File: src/rtl/tlb_pkg.sv
// tlb_op_seq shared types: op codes, TLB entry layout, FSM states.
// Optional TLBWI duplicate check is enabled by TLBWI_DUP_CHECK_EN.
package tlb_pkg;

  localparam int TLB_ENTRY_W = 78;

  localparam logic [1:0] OP_NONE  = 2'b00;
  localparam logic [1:0] OP_TLBP  = 2'b01;
  localparam logic [1:0] OP_TLBR  = 2'b10;
  localparam logic [1:0] OP_TLBWI = 2'b11;

  localparam int E_V1   = 0;
  localparam int E_D1   = 1;
  localparam int E_C1   = 2;
  localparam int E_PFN1 = 5;
  localparam int E_V0   = 25;
  localparam int E_D0   = 26;
  localparam int E_C0   = 27;
  localparam int E_PFN0 = 30;
  localparam int E_G    = 50;
  localparam int E_ASID = 51;
  localparam int E_VPN2 = 59;

  typedef enum logic [2:0] {
    ST_IDLE,
    ST_SRCH,
    ST_READ,
    ST_WRITE,
    ST_FLUSH,
    ST_RESP
`ifdef TLBWI_DUP_CHECK_EN
    , ST_CHK
`endif
  } state_e;

  // EntryLo keeps G in bit 0; the entry holds a single G = g0 & g1.
  function automatic logic [TLB_ENTRY_W-1:0] mk_entry(
    input logic [26:0] hi,
    input logic [25:0] lo0,
    input logic [25:0] lo1
  );
    return {hi, lo0[0] & lo1[0], lo0[25:1], lo1[25:1]};
  endfunction

endpackage

File: src/rtl/tlb_op_seq_if.sv
// Bus bundle between WB/CP0, the TLB array and tlb_op_seq.
// slave = sequencer side, master = environment side.
interface tlb_op_seq_if #(
  parameter int IDX_W = 4
);
  import tlb_pkg::*;

  logic                   op_valid;
  logic                   op_ready;
  logic [1:0]             op_code;
  logic                   op_cancel;
  logic [26:0]            cp0_entryhi;
  logic [IDX_W-1:0]       cp0_index;
  logic [25:0]            cp0_entrylo0;
  logic [25:0]            cp0_entrylo1;
  logic                   mem_lk_valid;
  logic                   mem_lk_ready;
  logic [18:0]            mem_lk_vpn2;
  logic                   mem_lk_odd;
  logic [7:0]             mem_lk_asid;
  logic [18:0]            s1_vpn2;
  logic                   s1_odd;
  logic [7:0]             s1_asid;
  logic                   s1_found;
  logic [IDX_W-1:0]       s1_index;
  logic [IDX_W-1:0]       r_index;
  logic [TLB_ENTRY_W-1:0] r_entry;
  logic                   we;
  logic [IDX_W-1:0]       w_index;
  logic [TLB_ENTRY_W-1:0] w_entry;
  logic                   resp_valid;
  logic                   resp_ready;
  logic [1:0]             resp_op;
  logic                   resp_found;
  logic [IDX_W-1:0]       resp_index;
  logic [TLB_ENTRY_W-1:0] resp_entry;
  logic                   fetch_hold;

  modport slave (
    input  op_valid, op_code, op_cancel,
    input  cp0_entryhi, cp0_index,
    input  cp0_entrylo0, cp0_entrylo1,
    input  mem_lk_valid, mem_lk_vpn2,
    input  mem_lk_odd, mem_lk_asid,
    input  s1_found, s1_index, r_entry,
    input  resp_ready,
    output op_ready, mem_lk_ready,
    output s1_vpn2, s1_odd, s1_asid,
    output r_index, we, w_index, w_entry,
    output resp_valid, resp_op, resp_found,
    output resp_index, resp_entry,
    output fetch_hold
  );

  modport master (
    output op_valid, op_code, op_cancel,
    output cp0_entryhi, cp0_index,
    output cp0_entrylo0, cp0_entrylo1,
    output mem_lk_valid, mem_lk_vpn2,
    output mem_lk_odd, mem_lk_asid,
    output s1_found, s1_index, r_entry,
    output resp_ready,
    input  op_ready, mem_lk_ready,
    input  s1_vpn2, s1_odd, s1_asid,
    input  r_index, we, w_index, w_entry,
    input  resp_valid, resp_op, resp_found,
    input  resp_index, resp_entry,
    input  fetch_hold
  );

endinterface

File: src/rtl/tlb_search_arb.sv
// Search port mux: memory lookups win unless the op has
// already lost MAX_WAIT consecutive cycles.
module tlb_search_arb #(
  parameter int MAX_WAIT = 4
) (
  input  logic        clk,
  input  logic        resetn,
  input  logic        op_req_i,
  input  logic [18:0] op_vpn2_i,
  input  logic [7:0]  op_asid_i,
  input  logic        mem_valid_i,
  input  logic [18:0] mem_vpn2_i,
  input  logic        mem_odd_i,
  input  logic [7:0]  mem_asid_i,
  output logic        op_gnt_o,
  output logic        mem_ready_o,
  output logic [18:0] s1_vpn2_o,
  output logic        s1_odd_o,
  output logic [7:0]  s1_asid_o
);

  localparam int CW = $clog2(MAX_WAIT + 1);

  logic [CW-1:0] wait_q, wait_d;
  logic          starved;

  assign starved     = (wait_q == CW'(MAX_WAIT));
  assign op_gnt_o    = op_req_i
                     && (!mem_valid_i || starved);
  assign mem_ready_o = !op_gnt_o;

  assign s1_vpn2_o = op_gnt_o ? op_vpn2_i : mem_vpn2_i;
  assign s1_odd_o  = op_gnt_o ? 1'b0      : mem_odd_i;
  assign s1_asid_o = op_gnt_o ? op_asid_i : mem_asid_i;

  always_comb begin
    wait_d = wait_q;
    if (!op_req_i || op_gnt_o) begin
      wait_d = '0;
    end else if (mem_valid_i && !starved) begin
      wait_d = wait_q + 1'b1;
    end
  end

  always_ff @(posedge clk or negedge resetn) begin
    if (!resetn) begin
      wait_q <= '0;
    end else begin
      wait_q <= wait_d;
    end
  end

endmodule

File: src/rtl/tlb_op_seq.sv
// Sequences TLBP/TLBR/TLBWI onto the TLB ports, holds fetch after TLBWI.
// TLBWI_DUP_CHECK_EN adds a duplicate-entry search before writing.
module tlb_op_seq
  import tlb_pkg::*;
#(
  parameter int TLBNUM       = 16,
  parameter int IDX_W        = $clog2(TLBNUM),
  parameter int MAX_WAIT     = 4,
  parameter int FLUSH_CYCLES = 2
) (
  input logic           clk,
  input logic           resetn,
  tlb_op_seq_if.slave   bus
);

  localparam int FW = (FLUSH_CYCLES > 1)
                    ? $clog2(FLUSH_CYCLES) : 1;

`ifdef TLBWI_DUP_CHECK_EN
  localparam state_e WI_FIRST = ST_CHK;
`else
  localparam state_e WI_FIRST = ST_WRITE;
`endif

  state_e                 state_q, state_d;
  logic [1:0]             op_q, op_d;
  logic [26:0]            hi_q, hi_d;
  logic [IDX_W-1:0]       idx_q, idx_d;
  logic [25:0]            lo0_q, lo0_d;
  logic [25:0]            lo1_q, lo1_d;
  logic [FW-1:0]          fcnt_q, fcnt_d;
  logic                   found_q, found_d;
  logic [IDX_W-1:0]       rix_q, rix_d;
  logic [TLB_ENTRY_W-1:0] ent_q, ent_d;

  logic op_req;
  logic op_gnt;
  logic acc;

`ifdef TLBWI_DUP_CHECK_EN
  assign op_req = (state_q == ST_SRCH)
               || (state_q == ST_CHK);
`else
  assign op_req = (state_q == ST_SRCH);
`endif

  tlb_search_arb #(
    .MAX_WAIT (MAX_WAIT)
  ) u_arb (
    .clk         (clk),
    .resetn      (resetn),
    .op_req_i    (op_req),
    .op_vpn2_i   (hi_q[26:8]),
    .op_asid_i   (hi_q[7:0]),
    .mem_valid_i (bus.mem_lk_valid),
    .mem_vpn2_i  (bus.mem_lk_vpn2),
    .mem_odd_i   (bus.mem_lk_odd),
    .mem_asid_i  (bus.mem_lk_asid),
    .op_gnt_o    (op_gnt),
    .mem_ready_o (bus.mem_lk_ready),
    .s1_vpn2_o   (bus.s1_vpn2),
    .s1_odd_o    (bus.s1_odd),
    .s1_asid_o   (bus.s1_asid)
  );

  // resetn gates op_ready so nothing is accepted while in reset.
  assign bus.op_ready = resetn
                     && (state_q == ST_IDLE)
                     && !bus.op_cancel;
  assign acc = bus.op_valid && bus.op_ready;

  assign bus.r_index    = idx_q;
  assign bus.we         = (state_q == ST_WRITE);
  assign bus.w_index    = idx_q;
  assign bus.w_entry    = mk_entry(hi_q, lo0_q, lo1_q);
  assign bus.resp_valid = (state_q == ST_RESP);
  assign bus.resp_op    = op_q;
  assign bus.resp_found = found_q;
  assign bus.resp_index = rix_q;
  assign bus.resp_entry = ent_q;
  assign bus.fetch_hold = (state_q == ST_WRITE)
                       || (state_q == ST_FLUSH);

  always_comb begin
    state_d = state_q;
    op_d    = op_q;
    hi_d    = hi_q;
    idx_d   = idx_q;
    lo0_d   = lo0_q;
    lo1_d   = lo1_q;
    fcnt_d  = fcnt_q;
    found_d = found_q;
    rix_d   = rix_q;
    ent_d   = ent_q;
    unique case (state_q)
      ST_IDLE: begin
        if (acc) begin
          op_d    = bus.op_code;
          hi_d    = bus.cp0_entryhi;
          idx_d   = bus.cp0_index;
          lo0_d   = bus.cp0_entrylo0;
          lo1_d   = bus.cp0_entrylo1;
          found_d = 1'b0;
          rix_d   = '0;
          ent_d   = '0;
          unique case (1'b1)
            bus.op_code == OP_TLBP:  state_d = ST_SRCH;
            bus.op_code == OP_TLBR:  state_d = ST_READ;
            bus.op_code == OP_TLBWI: state_d = WI_FIRST;
            default:                 state_d = ST_IDLE;
          endcase
        end
      end
      ST_SRCH: begin
        if (bus.op_cancel) begin
          state_d = ST_IDLE;
        end else if (op_gnt) begin
          found_d = bus.s1_found;
          rix_d   = bus.s1_index;
          state_d = ST_RESP;
        end
      end
      ST_READ: begin
        if (bus.op_cancel) begin
          state_d = ST_IDLE;
        end else begin
          ent_d   = bus.r_entry;
          state_d = ST_RESP;
        end
      end
      ST_WRITE: begin
        fcnt_d  = '0;
        state_d = (FLUSH_CYCLES == 0)
                ? ST_RESP : ST_FLUSH;
      end
      ST_FLUSH: begin
        if (fcnt_q == FW'(FLUSH_CYCLES - 1)) begin
          fcnt_d  = '0;
          state_d = ST_RESP;
        end else begin
          fcnt_d = fcnt_q + 1'b1;
        end
      end
      ST_RESP: begin
        if (bus.op_cancel || bus.resp_ready) begin
          state_d = ST_IDLE;
        end
      end
`ifdef TLBWI_DUP_CHECK_EN
      ST_CHK: begin
        if (bus.op_cancel) begin
          state_d = ST_IDLE;
        end else if (op_gnt) begin
          if (bus.s1_found && bus.s1_index != idx_q) begin
            found_d = 1'b1;
            rix_d   = bus.s1_index;
            state_d = ST_RESP;
          end else begin
            state_d = ST_WRITE;
          end
        end
      end
`endif
      default: state_d = ST_IDLE;
    endcase
  end

  always_ff @(posedge clk or negedge resetn) begin
    if (!resetn) begin
      state_q <= ST_IDLE;
      op_q    <= '0;
      hi_q    <= '0;
      idx_q   <= '0;
      lo0_q   <= '0;
      lo1_q   <= '0;
      fcnt_q  <= '0;
      found_q <= 1'b0;
      rix_q   <= '0;
      ent_q   <= '0;
    end else begin
      state_q <= state_d;
      op_q    <= op_d;
      hi_q    <= hi_d;
      idx_q   <= idx_d;
      lo0_q   <= lo0_d;
      lo1_q   <= lo1_d;
      fcnt_q  <= fcnt_d;
      found_q <= found_d;
      rix_q   <= rix_d;
      ent_q   <= ent_d;
    end
  end

endmodule
File: src/flat_wrapper.sv
// flat-port wrapper written by rule: the top's interface ports become plain ports
module tlb_op_seq_flat import tlb_pkg::*;
#(
  parameter int TLBNUM       = 16,
  parameter int IDX_W        = $clog2(TLBNUM),
  parameter int MAX_WAIT     = 4,
  parameter int FLUSH_CYCLES = 2
)
  (clk, resetn, bus_op_valid, bus_op_code, bus_op_cancel, bus_cp0_entryhi, bus_cp0_index, bus_cp0_entrylo0, bus_cp0_entrylo1, bus_mem_lk_valid, bus_mem_lk_vpn2, bus_mem_lk_odd, bus_mem_lk_asid, bus_s1_found, bus_s1_index, bus_r_entry, bus_resp_ready, bus_op_ready, bus_mem_lk_ready, bus_s1_vpn2, bus_s1_odd, bus_s1_asid, bus_r_index, bus_we, bus_w_index, bus_w_entry, bus_resp_valid, bus_resp_op, bus_resp_found, bus_resp_index, bus_resp_entry, bus_fetch_hold);
  tlb_op_seq_if #(.IDX_W(IDX_W)) bus_i ();
  input logic clk;
  input logic resetn;
  input wire logic [$bits(bus_i.op_valid)-1:0] bus_op_valid;
  input wire logic [$bits(bus_i.op_code)-1:0] bus_op_code;
  input wire logic [$bits(bus_i.op_cancel)-1:0] bus_op_cancel;
  input wire logic [$bits(bus_i.cp0_entryhi)-1:0] bus_cp0_entryhi;
  input wire logic [$bits(bus_i.cp0_index)-1:0] bus_cp0_index;
  input wire logic [$bits(bus_i.cp0_entrylo0)-1:0] bus_cp0_entrylo0;
  input wire logic [$bits(bus_i.cp0_entrylo1)-1:0] bus_cp0_entrylo1;
  input wire logic [$bits(bus_i.mem_lk_valid)-1:0] bus_mem_lk_valid;
  input wire logic [$bits(bus_i.mem_lk_vpn2)-1:0] bus_mem_lk_vpn2;
  input wire logic [$bits(bus_i.mem_lk_odd)-1:0] bus_mem_lk_odd;
  input wire logic [$bits(bus_i.mem_lk_asid)-1:0] bus_mem_lk_asid;
  input wire logic [$bits(bus_i.s1_found)-1:0] bus_s1_found;
  input wire logic [$bits(bus_i.s1_index)-1:0] bus_s1_index;
  input wire logic [$bits(bus_i.r_entry)-1:0] bus_r_entry;
  input wire logic [$bits(bus_i.resp_ready)-1:0] bus_resp_ready;
  output wire logic [$bits(bus_i.op_ready)-1:0] bus_op_ready;
  output wire logic [$bits(bus_i.mem_lk_ready)-1:0] bus_mem_lk_ready;
  output wire logic [$bits(bus_i.s1_vpn2)-1:0] bus_s1_vpn2;
  output wire logic [$bits(bus_i.s1_odd)-1:0] bus_s1_odd;
  output wire logic [$bits(bus_i.s1_asid)-1:0] bus_s1_asid;
  output wire logic [$bits(bus_i.r_index)-1:0] bus_r_index;
  output wire logic [$bits(bus_i.we)-1:0] bus_we;
  output wire logic [$bits(bus_i.w_index)-1:0] bus_w_index;
  output wire logic [$bits(bus_i.w_entry)-1:0] bus_w_entry;
  output wire logic [$bits(bus_i.resp_valid)-1:0] bus_resp_valid;
  output wire logic [$bits(bus_i.resp_op)-1:0] bus_resp_op;
  output wire logic [$bits(bus_i.resp_found)-1:0] bus_resp_found;
  output wire logic [$bits(bus_i.resp_index)-1:0] bus_resp_index;
  output wire logic [$bits(bus_i.resp_entry)-1:0] bus_resp_entry;
  output wire logic [$bits(bus_i.fetch_hold)-1:0] bus_fetch_hold;
  assign bus_i.op_valid = bus_op_valid;
  assign bus_i.op_code = bus_op_code;
  assign bus_i.op_cancel = bus_op_cancel;
  assign bus_i.cp0_entryhi = bus_cp0_entryhi;
  assign bus_i.cp0_index = bus_cp0_index;
  assign bus_i.cp0_entrylo0 = bus_cp0_entrylo0;
  assign bus_i.cp0_entrylo1 = bus_cp0_entrylo1;
  assign bus_i.mem_lk_valid = bus_mem_lk_valid;
  assign bus_i.mem_lk_vpn2 = bus_mem_lk_vpn2;
  assign bus_i.mem_lk_odd = bus_mem_lk_odd;
  assign bus_i.mem_lk_asid = bus_mem_lk_asid;
  assign bus_i.s1_found = bus_s1_found;
  assign bus_i.s1_index = bus_s1_index;
  assign bus_i.r_entry = bus_r_entry;
  assign bus_i.resp_ready = bus_resp_ready;
  assign bus_op_ready = bus_i.op_ready;
  assign bus_mem_lk_ready = bus_i.mem_lk_ready;
  assign bus_s1_vpn2 = bus_i.s1_vpn2;
  assign bus_s1_odd = bus_i.s1_odd;
  assign bus_s1_asid = bus_i.s1_asid;
  assign bus_r_index = bus_i.r_index;
  assign bus_we = bus_i.we;
  assign bus_w_index = bus_i.w_index;
  assign bus_w_entry = bus_i.w_entry;
  assign bus_resp_valid = bus_i.resp_valid;
  assign bus_resp_op = bus_i.resp_op;
  assign bus_resp_found = bus_i.resp_found;
  assign bus_resp_index = bus_i.resp_index;
  assign bus_resp_entry = bus_i.resp_entry;
  assign bus_fetch_hold = bus_i.fetch_hold;
  tlb_op_seq #(.TLBNUM(TLBNUM), .IDX_W(IDX_W), .MAX_WAIT(MAX_WAIT), .FLUSH_CYCLES(FLUSH_CYCLES)) u_core (.clk(clk), .resetn(resetn), .bus(bus_i));
endmodule
File: config.mk
export PLATFORM = sky130hd
export DESIGN_NAME = tlb_op_seq_flat
export DESIGN_NICKNAME = d
export VERILOG_FILES = /design/src/rtl/tlb_pkg.sv /design/src/rtl/tlb_op_seq_if.sv /design/src/rtl/tlb_search_arb.sv /design/src/rtl/tlb_op_seq.sv /design/src/flat_wrapper.sv
export SDC_FILE = /design/constraint.sdc
export NUM_CORES = 1
export LEC_CHECK = 0
export BUFFER_PORTS_ARGS = -buffer_cell sky130_fd_sc_hd__buf_4
export CORE_MARGIN = 2
export CORE_UTILIZATION = 31
export CTS_CLUSTER_DIAMETER = 120
export DETAILED_ROUTE_END_ITERATION = 8
export SLEW_MARGIN = 10
export SYNTH_ARGS = -nofsm -noshare
export SYNTH_HDL_FRONTEND = slang
export SYNTH_SLANG_ARGS = --single-unit
File: constraint.sdc
create_clock -name clk -period 3.8 [get_ports clk]
set_clock_uncertainty 0.15 [all_clocks]
set_input_delay 0.76 -clock clk [delete_from_list [all_inputs] [get_ports clk]]
set_output_delay 0.76 -clock clk [all_outputs]
set_load 0.01 [all_outputs]
Word level (Yosys, flattened, before mapping)
Index checks and enable logic that the tools add are counted.
{ "word_totals": {"ff_bits": 175, "inputBits": 202, "output_inout_bits": 204, "word_cells": 79} }
{ "op_classes": {"n_addsub": 2, "eq_ne": 16, "mux": 26, "bitwise_logic": 1, "reduce_logical": 23} }
{ "ops": {"columns": ["op", "n"], "rows": [
  ["two-way mux 78 bit", 2],
  ["one-hot mux 78 bit (2 select lines)", 1],
  ["two-way mux 3 bit", 8],
  ["two-way mux 19 bit", 1],
  ["one-hot mux 3 bit (6 select lines)", 1],
  ["two-way mux 4 bit", 3],
  ["equality test 3 bit (second input constant)", 3],
  ["two-way mux 8 bit", 1],
  ["!= test 2 x 1 -> 1 bit (second input constant)", 4],
  ["one-hot mux 4 bit (2 select lines)", 1],
  ["AND reduction 4 bit", 2],
  ["nonzero test 2 bit", 4],
  ["equality test 3 x 2 -> 1 bit (second input constant)", 2],
  ["one-hot mux 2 bit (3 select lines)", 1],
  ["logical AND 1 bit", 5],
  ["zero test 1 bit", 5],
  ["two-way mux 1 bit", 5],
  ["equality test 2 bit (second input constant)", 2],
  ["logical OR 1 bit", 4],
  ["!= test 2 bit (second input constant)", 2],
  ["one-hot mux 1 bit (2 select lines)", 2],
  ["adder 3 x 1 -> 3 bit (second input constant)", 1],
  ["equality test 3 x 1 -> 1 bit (second input constant)", 1],
  ["zero test 3 bit", 1],
  ["6 further kinds", 6]
]} }

Logic depth before layout (Yosys ltp)
Gate-level depths: netlist of the first run.
{ "depth": {"word_depth": 6, "ltp_mapped": 8, "mapped_depth_nobuf": 6} }

By module
From an unflattened synthesis of the first run, not the netlist that was laid out.
{ "hier_totals": {"cells_unflattened": 685, "hier_area_um2": 7836.3} }
{ "modules_own_cells": {"columns": ["mod", "instances", "cells_each", "area_per_inst_um2", "seq_area_each_um2"], "rows": [
  ["tlb_op_seq", 1, 638, 7220.7, 4304.1],
  ["tlb_search_arb", 1, 47, 615.6, 75.1]
]} }

Worst setup path before layout of the first run
No wires, ideal clock.
{ "synth_path": {"path_kind": "input port to output port", "from": "input bus_mem_lk_valid", "to": "output bus_s1_asid[0]", "arrival_ps": 1771, "t_required_ps": 2890, "slack_ps": 1119, "path_stages": 5, "n_path_buf": 2, "cell_sequence": "a21boi_2 -> nor4_4 -> buf_6 -> buf_6 -> mux2_1"} }
{ "synth_between": {"elab_chain_len": 4} }
{ "synth_lines": {"columns": ["item", "line", "source"], "rows": [
  ["from (decl)", "flat_wrapper.sv:20", "input wire logic [$bits(bus_i.mem_lk_valid)-1:0] bus_mem_lk_valid;"],
  ["zero test 1 bit", "tlb_search_arb.sv:29", "&& (!mem_valid_i || starved);"],
  ["logical OR 1 bit", "tlb_search_arb.sv:29", null],
  ["logical AND 1 bit", "tlb_search_arb.sv:29", null],
  ["two-way mux 8 bit", "tlb_search_arb.sv:34", "assign s1_asid_o = op_gnt_o ? op_asid_i : mem_asid_i;"],
  ["to (decl)", "flat_wrapper.sv:32", "output wire logic [$bits(bus_i.s1_asid)-1:0] bus_s1_asid;"]
]} }
Every way passes these cells.

Worst setup path after layout of the first run
{ "layout_path": {"from": "register u_core.state_q[1]", "to": "output bus_s1_vpn2[14]"} }
{ "layout_between": {"elab_chain_len": 3} }
{ "layout_lines": {"columns": ["item", "line", "source"], "rows": [
  ["from (decl)", "tlb_op_seq.sv:25", "state_e state_q, state_d;"],
  ["from (signal assigned)", "tlb_op_seq.sv:181", "state_q <= state_d;"],
  ["equality test 3 x 1 -> 1 bit", "tlb_op_seq.sv:44", "assign op_req = (state_q == ST_SRCH);"],
  ["logical AND 1 bit", "tlb_search_arb.sv:29", null],
  ["two-way mux 19 bit", "tlb_search_arb.sv:32", "assign s1_vpn2_o = op_gnt_o ? op_vpn2_i : mem_vpn2_i;"],
  ["to (decl)", "flat_wrapper.sv:30", "output wire logic [$bits(bus_i.s1_vpn2)-1:0] bus_s1_vpn2;"]
]} }
Every way passes these cells.

==> summary.md, run 1 <==
| Metric | Value |
|---|---|
| YS warnings | 0 |
| Clk sinks | 175 |
| GRT Max-Usage Layer | met2 |
| Initial antenna violation count | 0 |
| Unrepaired setup endpoints after global routing | false |
| DR vias/cell | between 4 and 5 |
| Fin crit period | ~3200 ps |
| First-pass GRT wire length | 38,100 um |
| FF+latch count, synth | 175 |
| Final hold violations | 0 |
| Total global routing overflow | 0 |
| CP endpoint kind | output port |
| Clock Latency Late Sink | between 400 and 500 ps |
| R2r worst-path depth | 5 |
| Commonest non-fill, non-tap cell in the layout | nand2_1 |
| Worst EP required | roughly 2900 ps |
| Max cap viols | 0 |
| Number of fillers in the final layout | 2,437 |
| DRC Markers | 0 |
| Num rows | 57 |
| Setup bufs post-CTS | 0 |
| Largest net degree at the start of global routing | 122 |
| Dpl hpwl | 17,800 um |
| CP arrival | approximately 2300 ps |
| Leakage Power | ~6.3 nW |
| Core area | 24,500 sq um |
| WL/cell | 16.0 um |
| Initial core utilization | 31.7% |
| Aggregate routed wire length | roughly 24,000 um |
| Syn nets | 1,066 |
| # hold bufs at CTS | 0 |
| Mean area per synthesized cell | 9.00 sq um |
| Ratio of cells with drive above 1 in the final layout | 39.6% |
| Die ar. | 26,300 sq um |
| Worst-Margin Slew | 932 ps |
| Final Max Slew Viols | 0 |
| Worst R2R Setup Slack | 1510 ps |
| PwrDens | 671 nW/um^2 |
| GP Congestion | 0.779 |
| Synth Cell Area | 7760 sq um |
| Reg2reg end | u_core.lo1_q[17] |
| Fin nets | about 1.4k |
| Antenna diodes | 0 |
| Achievable frequency | 0.316 GHz |
| PostCTS Resize Cnt | 0 |
| Setup TNS | 0 ps |
| DRT iter0 DRCs | 400 |
| Post-route clock period utilization | 83.3% |
| H-tree depth | 4 |
| Sequential-to-total area share from yosys stat | approximately 56% |
| RR Startpoint | u_core.state_q[2] |
| Clock Path Buffers | 2 |
| Vias in the first global route | 6,753 |
| Vias | 6,798 |
| Die Y | ~160 um |
| Number of port buffers | around 410 |
| Worst slew margin | 37.9% |
| IO Pins | between 400 and 500 |
| Met3 Use GR | 6.54% |
| Met1 usage | 23.4% |
| TritonCTS Buffers | 17 |
| Critical path class | reg2out |
| Total power | 7.56 mW |
| CTS tree | done |
| CTS root buf | clkbuf_16 |
| Most frequent cells in the layout | 416 x nand2_1, 414 x buf_4, 175 x dfrtp_1 |
| Post-DRT Antenna Nets | 0 |
| Reg clk slew, reported paths | ~90 ps |
| Outcome | complete, no violations |
| Startpoint types | flip-flop |
| # setup viols final | 0 |
| Maximum VDD drop | 0.259 mV |
| Cells after synthesis | 862 |
| Hold crit path type | in2async |
| Iteration count of the initial detailed-routing pass | 4 |
| Tot GR Track Use | 18.5% |
| Yosys cell types | 36 |
| Met2 Use GR | 30.1% |
| CP max FO | 29 |
| Area grow syn2layout | 45.1% |
| Worst Setup SP | u_core.state_q[1] |
| Chip Width | 162 um |
cells by family after synthesis:
family,synth area share [%]
adders and majority gates,0.452
DFF,56.5
xor gates and xnor gates,0.113
AOI/OAI and AO/OA,1.24
buffers and inverters,9.87
and+or+nand+nor,27.3
muxes,4.57
how the worst max path moves through the flow:
stage	end	slack (ps)	cells past startpoint
2_1_floorplan	bus_s1_asid[0]	1120	5
3_3_place_gp	bus_s1_vpn2[15]	810	6
3_5_place_dp	bus_s1_vpn2[14]	770	6
4_1_cts	bus_s1_vpn2[14]	620	4
5_1_grt	bus_s1_vpn2[14]	510	5
6_report	bus_s1_vpn2[14]	630	4
sequential cells by signal, summed over array words and instances, names as in the netlist:
name and cells:
u_core.bus.resp_entry 78, u_core.bus.resp_op 2, u_core.bus.resp_found 1, u_core.lo1_q 26, u_core.bus.r_index 4, u_core.lo0_q 26
u_core.bus.resp_index 4, u_core.hi_q 27, u_core.state_q 3, u_core.fcnt_q 1, u_core.u_arb.wait_q 3
layer usage:
| layer | vias up | part of all wire [%] |
|---|---|---|
| met1 | 3184 | 42 |
| li1 | 3326 | - |
| met5 | - | 0 |
| met3 | 17 | 9.4 |
| met4 | 0 | 1.3 |
| met2 | 271 | 47 |
layout make-up:
cell class / instances / area [sq um] / area share (%)
clock inverters: 15 / 193 / 1.71
repair buffers: 418 / 3180 / 28.3
inverters: 11 / 43.8 / 0.389
clock buffers: 17 / 425 / 3.78
well taps: 324 / 405 / 3.60
multi-input cells: 571 / 2630 / 23.3
flip-flops and latches: 175 / 4380 / 38.9
critical path, stage by stage (launching register included):
cell,delay (ps)
dfrtp_1,560
nor4_4,330
buf_4,380
mux2_2,390
buf_4,150
synth_stat cells, drive strengths merged:
master / number / area [sq um]
a21boi: 1 / 11.3
a21o: 1 / 7.51
a21oi: 4 / 20.0
a221o: 1 / 10.0
a221oi: 1 / 8.76
and2: 3 / 18.8
and3: 5 / 31.3
and4: 1 / 8.76
buf: 98 / 696
clkbuf: 7 / 26.3
dfrtp: 175 / 4380
ha: 2 / 25.0
inv: 11 / 43.8
maj3: 1 / 10.0
mux2: 27 / 304
mux2i: 5 / 50.1
nand2: 416 / 1560
nand2b: 1 / 6.26
nand3: 80 / 400
nand4: 1 / 6.26
nor2: 7 / 28.8
nor2b: 2 / 12.5
nor3: 3 / 15.0
nor4: 1 / 21.3
o21ai: 4 / 23.8
o22ai: 1 / 6.26
o311ai: 1 / 8.76
or2: 1 / 6.26
xnor2: 1 / 8.76
stage by stage:
stage / setup WS, ps / hold WS [ps] / cells / area, sq um / utilization, %
4_1_cts: 618 / 21.4 / 1531 / 11300 / 46.0
5_1_grt: 507 / 26.1 / 1531 / 11300 / 46.0
2_1_floorplan: 1120 / 279 / 862 / 7760 / -
3_3_place_gp: 809 / 293 / 1499 / 10600 / 43.5
3_5_place_dp: 775 / 298 / 1499 / 10600 / 43.5
6_report: 633 / 30.2 / 1531 / 11300 / 46.0
power breakdown:
group	internal, mW	switching [mW]	leakage [nW]
Sequential	2.50	0.451	2.29
Clock	0.957	0.889	0.301
Combinational	1.40	1.35	3.73
Note: power is estimated with default switching activity, not from simulation.
==> run 2: changes to the inputs <==
- ABC_AREA: not set -> 1
- clock period: 3.8 -> 2.7 ns (I/O delays scaled with it)
==> summary.md, run 2 <==
| Metric | Value |
|---|---|
| Peak per-stage delay on the critical path | 520 ps (was 560 ps) |
| Clock Latency Late Sink | 420 ps (was 430 ps) |
| Reg clk slew, reported paths | 70 ps (was 90 ps) |
| Mean area per synthesized cell | 8.57 sq um (was 9.00 sq um) |
| Reg2reg end | u_core.bus.resp_entry[29] (was u_core.lo1_q[17]) |
| CTS root buf | clkbuf_16 (unchanged) |
| Iteration count of the initial detailed-routing pass | 4 (unchanged) |
| Number of port buffers | 405 (unchanged) |
| Cells after synthesis | 955 (was 862) |
| Clk sinks | 175 (unchanged) |
| Worst R2R Setup Slack | 500 ps (was 1510 ps) |
| Commonest non-fill, non-tap cell in the layout | buf_4 (was nand2_1) |
| YS warnings | 0 (unchanged) |
| R2r worst-path depth | 7 (was 5) |
| Die ar. | 27,700 sq um (was 26,300 sq um) |
| Area of the multi-input gates | 3040 sq um (was 2630 sq um) |
| Max cap viols | 0 (unchanged) |
| Area leader, netlist | dfrtp_1 (unchanged) |
| Total global routing overflow | 0 (unchanged) |
| Slowest cell on the critical path | dfrtp_1 (unchanged) |
| Antenna diodes | 0 (unchanged) |
| Commonest cells in the synthesized netlist | 358 x nand2_1, 175 x dfrtp_1, 167 x nand3_1, 83 x nand3b_1, 55 x buf_4 (was 416 x nand2_1, 175 x dfrtp_1, 80 x nand3_1, 59 x buf_4, 25 x buf_2) |
| CP endpoint kind | output port (unchanged) |
| CP arrival | 1860 ps (was 2260 ps) |
| Maximum VDD drop | 0.482 mV (was 0.259 mV) |
| Synth Flop Type | dfrtp_1 (unchanged) |
| TritonCTS Buffers | 17 (unchanged) |
| DRT iter0 DRCs | 604 (was 400) |
| Initial core utilization | 31.5% (was 31.7%) |
| Critical path class | reg2out (unchanged) |
| Most frequent cells in the layout | 410 x buf_4, 358 x nand2_1, 175 x dfrtp_1 (was 416 x nand2_1, 414 x buf_4, 175 x dfrtp_1) |
| Synth Cell Area | 8190 sq um (was 7760 sq um) |
| Vias | 7,649 (was 6,798) |
| Worst-Margin Slew | 1010 ps (was 932 ps) |
| WL/cell | 16.6 um (was 16.0 um) |
| Placed cell area | 11,100 sq um (was 10,600 sq um) |
| Vias in the first global route | 7,660 (was 6,753) |
| Clock Path Buffers | 2 (unchanged) |
| Yosys cell types | 22 (was 36) |
| Design area | 11,700 sq um (was 11,300 sq um) |
| Chip Width | 167 um (was 162 um) |
| Final Max Slew Viols | 0 (unchanged) |
| Fin nets | 1,473 (was 1,398) |
| Achievable frequency | just under 0.4 GHz |
| Number of fillers in the final layout | 2,576 (was 2,437) |
| Aggregate routed wire length | 26,900 um (was 24,500 um) |
| Final hold violations | 0 (unchanged) |
| Worst slew margin | 33.0% (was 37.9%) |
| # setup viols final | 0 (unchanged) |
| Area grow syn2layout | 43.2% (was 45.1%) |
| Crit path capture | bus_s1_vpn2[8] (was bus_s1_vpn2[14]) |
| Dpl hpwl | 18,100 um (was 17,800 um) |
| FF+latch count, synth | 175 (unchanged) |
| Max reg flops | 78 (unchanged) |
| Number of synthesized flops with an enable pin | 0 (unchanged) |
| Setup bufs post-CTS | 0 (unchanged) |
| CTS tree | done (unchanged) |
| Worst Setup SP | u_core.state_q[1] (unchanged) |
| Tot GR Track Use | 19.3% (was 18.5%) |
| Num rows | 59 (was 57) |
| First-pass GRT wire length | 43,000 um (was 38,100 um) |
| H-tree depth | 4 (unchanged) |
| DRC Markers | 0 (unchanged) |
| DR vias/cell | 4.74 (was 4.44) |
| Post-route clock period utilization | 94.4% |
| Syn nets | 1,159 (was 1,066) |
| CP dominant cell by count | nand2_1 (was buf_4) |
| Setup TNS | 0 ps (unchanged) |
| IO Pins | 406 (unchanged) |
| Outcome | complete, no violations (unchanged) |
| Initial antenna violation count | 0 (unchanged) |
| Core area | 26,000 sq um (was 24,500 sq um) |
| GP Congestion | 0.774 (was 0.779) |
| Leakage Power | 6.60 nW (was 6.32 nW) |
| FF+latch area | 4380 sq um (unchanged) |
| Fin crit period | 2550 ps |
| Die Y | 167 um (was 162 um) |
| CP max FO | 28 (was 29) |
| Hold crit path type | in2async (unchanged) |
| Async S/R FF share, synth | 100% (unchanged) |
| Sequential-to-total area share from yosys stat | 53.5% (was 56.5%) |
| Largest net degree at the start of global routing | 176 (was 122) |
| Top cells by area, synth | dfrtp_1 53%, nand2_1 16%, nand3_1 10% (was dfrtp_1 56%, nand2_1 20%, buf_4 5.7%) |
| Top delay family on crit path | simple AND/OR/NAND/NOR gates (was flip-flops) |
| Startpoint types | flip-flop (unchanged) |
| PwrDens | 863 nW/um^2 (was 671 nW/um^2) |
| RR Startpoint | u_core.state_q[1] (was u_core.state_q[2]) |
| Share of the synthesized area in the top cell type | 53.5% (was 56.5%) |
| Ratio of cells with drive above 1 in the final layout | 35.8% (was 39.6%) |
| Most used standard cell by instance count after synthesis | nand2_1 (unchanged) |
| Worst EP required | 2010 ps (was 2890 ps) |
| CP Depth | 6 (was 4) |
| Crit-path cells | nor3_4 > nand2_2 > inv_6 > nand2_1 > nand2_1 > buf_4 (was nor4_4 > buf_4 > mux2_2 > buf_4) |
| Post-DRT Antenna Nets | 0 (unchanged) |
| Buf+Inv Stages, Crit Path | 2 (unchanged) |
| Unrepaired setup endpoints after global routing | false (unchanged) |
-- run 2: worst reg2reg max path, delay by kind of cell (launching register included) --
kind / cells / cell delay, ps
and+or+nand+nor: 6 / 790
buffers and inverters: 1 / 630
DFF: 1 / 590
-- run 2: cell type report --
class / instances / share of cell area [%]
repair buffers: 416 / 27.2
clock buffers: 17 / 3.63
flip-flops and latches: 175 / 37.3
well taps: 335 / 3.57
multi-input cells: 642 / 26.0
clock inverters: 13 / 1.72
inverters: 17 / 0.587
-- run 2: through the flow --
stage                     hold slack [ps]  std cells  util [%]  setup WS, ps  power, mW
final                                 151       1615      45.1           152       10.1
after global routing                  169       1615      45.1          18.6       10.8
after CTS                             160       1615      45.1          57.2       10.3
after detailed placement              310       1585      42.7           302       7.52
after global placement                300       1585      42.7           345       7.45
after floorplan                      94.4        955         -           615       5.93
-- run 2: what timing repair did --
item                                    4_1_cts  5_1_grt
endpoints found under the setup margin       26       27
hold buffers                                  0        0
gates resized for setup                       1        3
hold endpoints to repair                      0        0
-- run 2: kinds of logic after synthesis --
group,after synthesis,synth area share (%)
AOI/OAI and AO/OA,7,0.428
DFF,175,53.5
xor gates and xnor gates,1,0.107
adders and majority gates,2,0.306
and+or+nand+nor,631,35.9
muxes,1,0.122
buffers and inverters,138,9.69
-- run 2: power breakdown --
group | total, mW | leakage, nW | internal (mW) | switching, mW
logic | 3.50 | 3.99 | 1.67 | 1.82
clock network | 2.71 | 0.306 | 1.57 | 1.14
registers | 3.91 | 2.30 | 3.38 | 0.534
total | 10.1 | 6.60 | 6.62 | 3.50
-- run 2: layer usage --
| metal | routed length (um) | global-route usage (%) | share of wire (%) | vias up |
|---|---|---|---|---|
| li1 | - | - | - | 3648 |
| met1 | 11500 | 25.7 | 43 | 3665 |
| met2 | 12400 | 30.3 | 46 | 316 |
| met3 | 2430 | 6.35 | 9.1 | 20 |
| met4 | 434 | 5.06 | 1.6 | 0 |
| met5 | 0 | 0 | 0 | - |
-- run 2: how the worst min path moves through the flow --
stage | startpoint | end | slack [ps] | depth (start not counted)
floorplan | resetn | u_core.bus.r_index[0] | 90 | 0
global placement | u_core.u_arb.wait_q[0] | u_core.u_arb.wait_q[0] | 300 | 1
detailed placement | u_core.lo1_q[16] | u_core.lo1_q[16] | 310 | 2
CTS | bus_r_entry[27] | u_core.bus.resp_entry[27] | 160 | 3
global route | bus_r_entry[69] | u_core.bus.resp_entry[69] | 170 | 3
finish | resetn | u_core.u_arb.wait_q[0] | 150 | 2
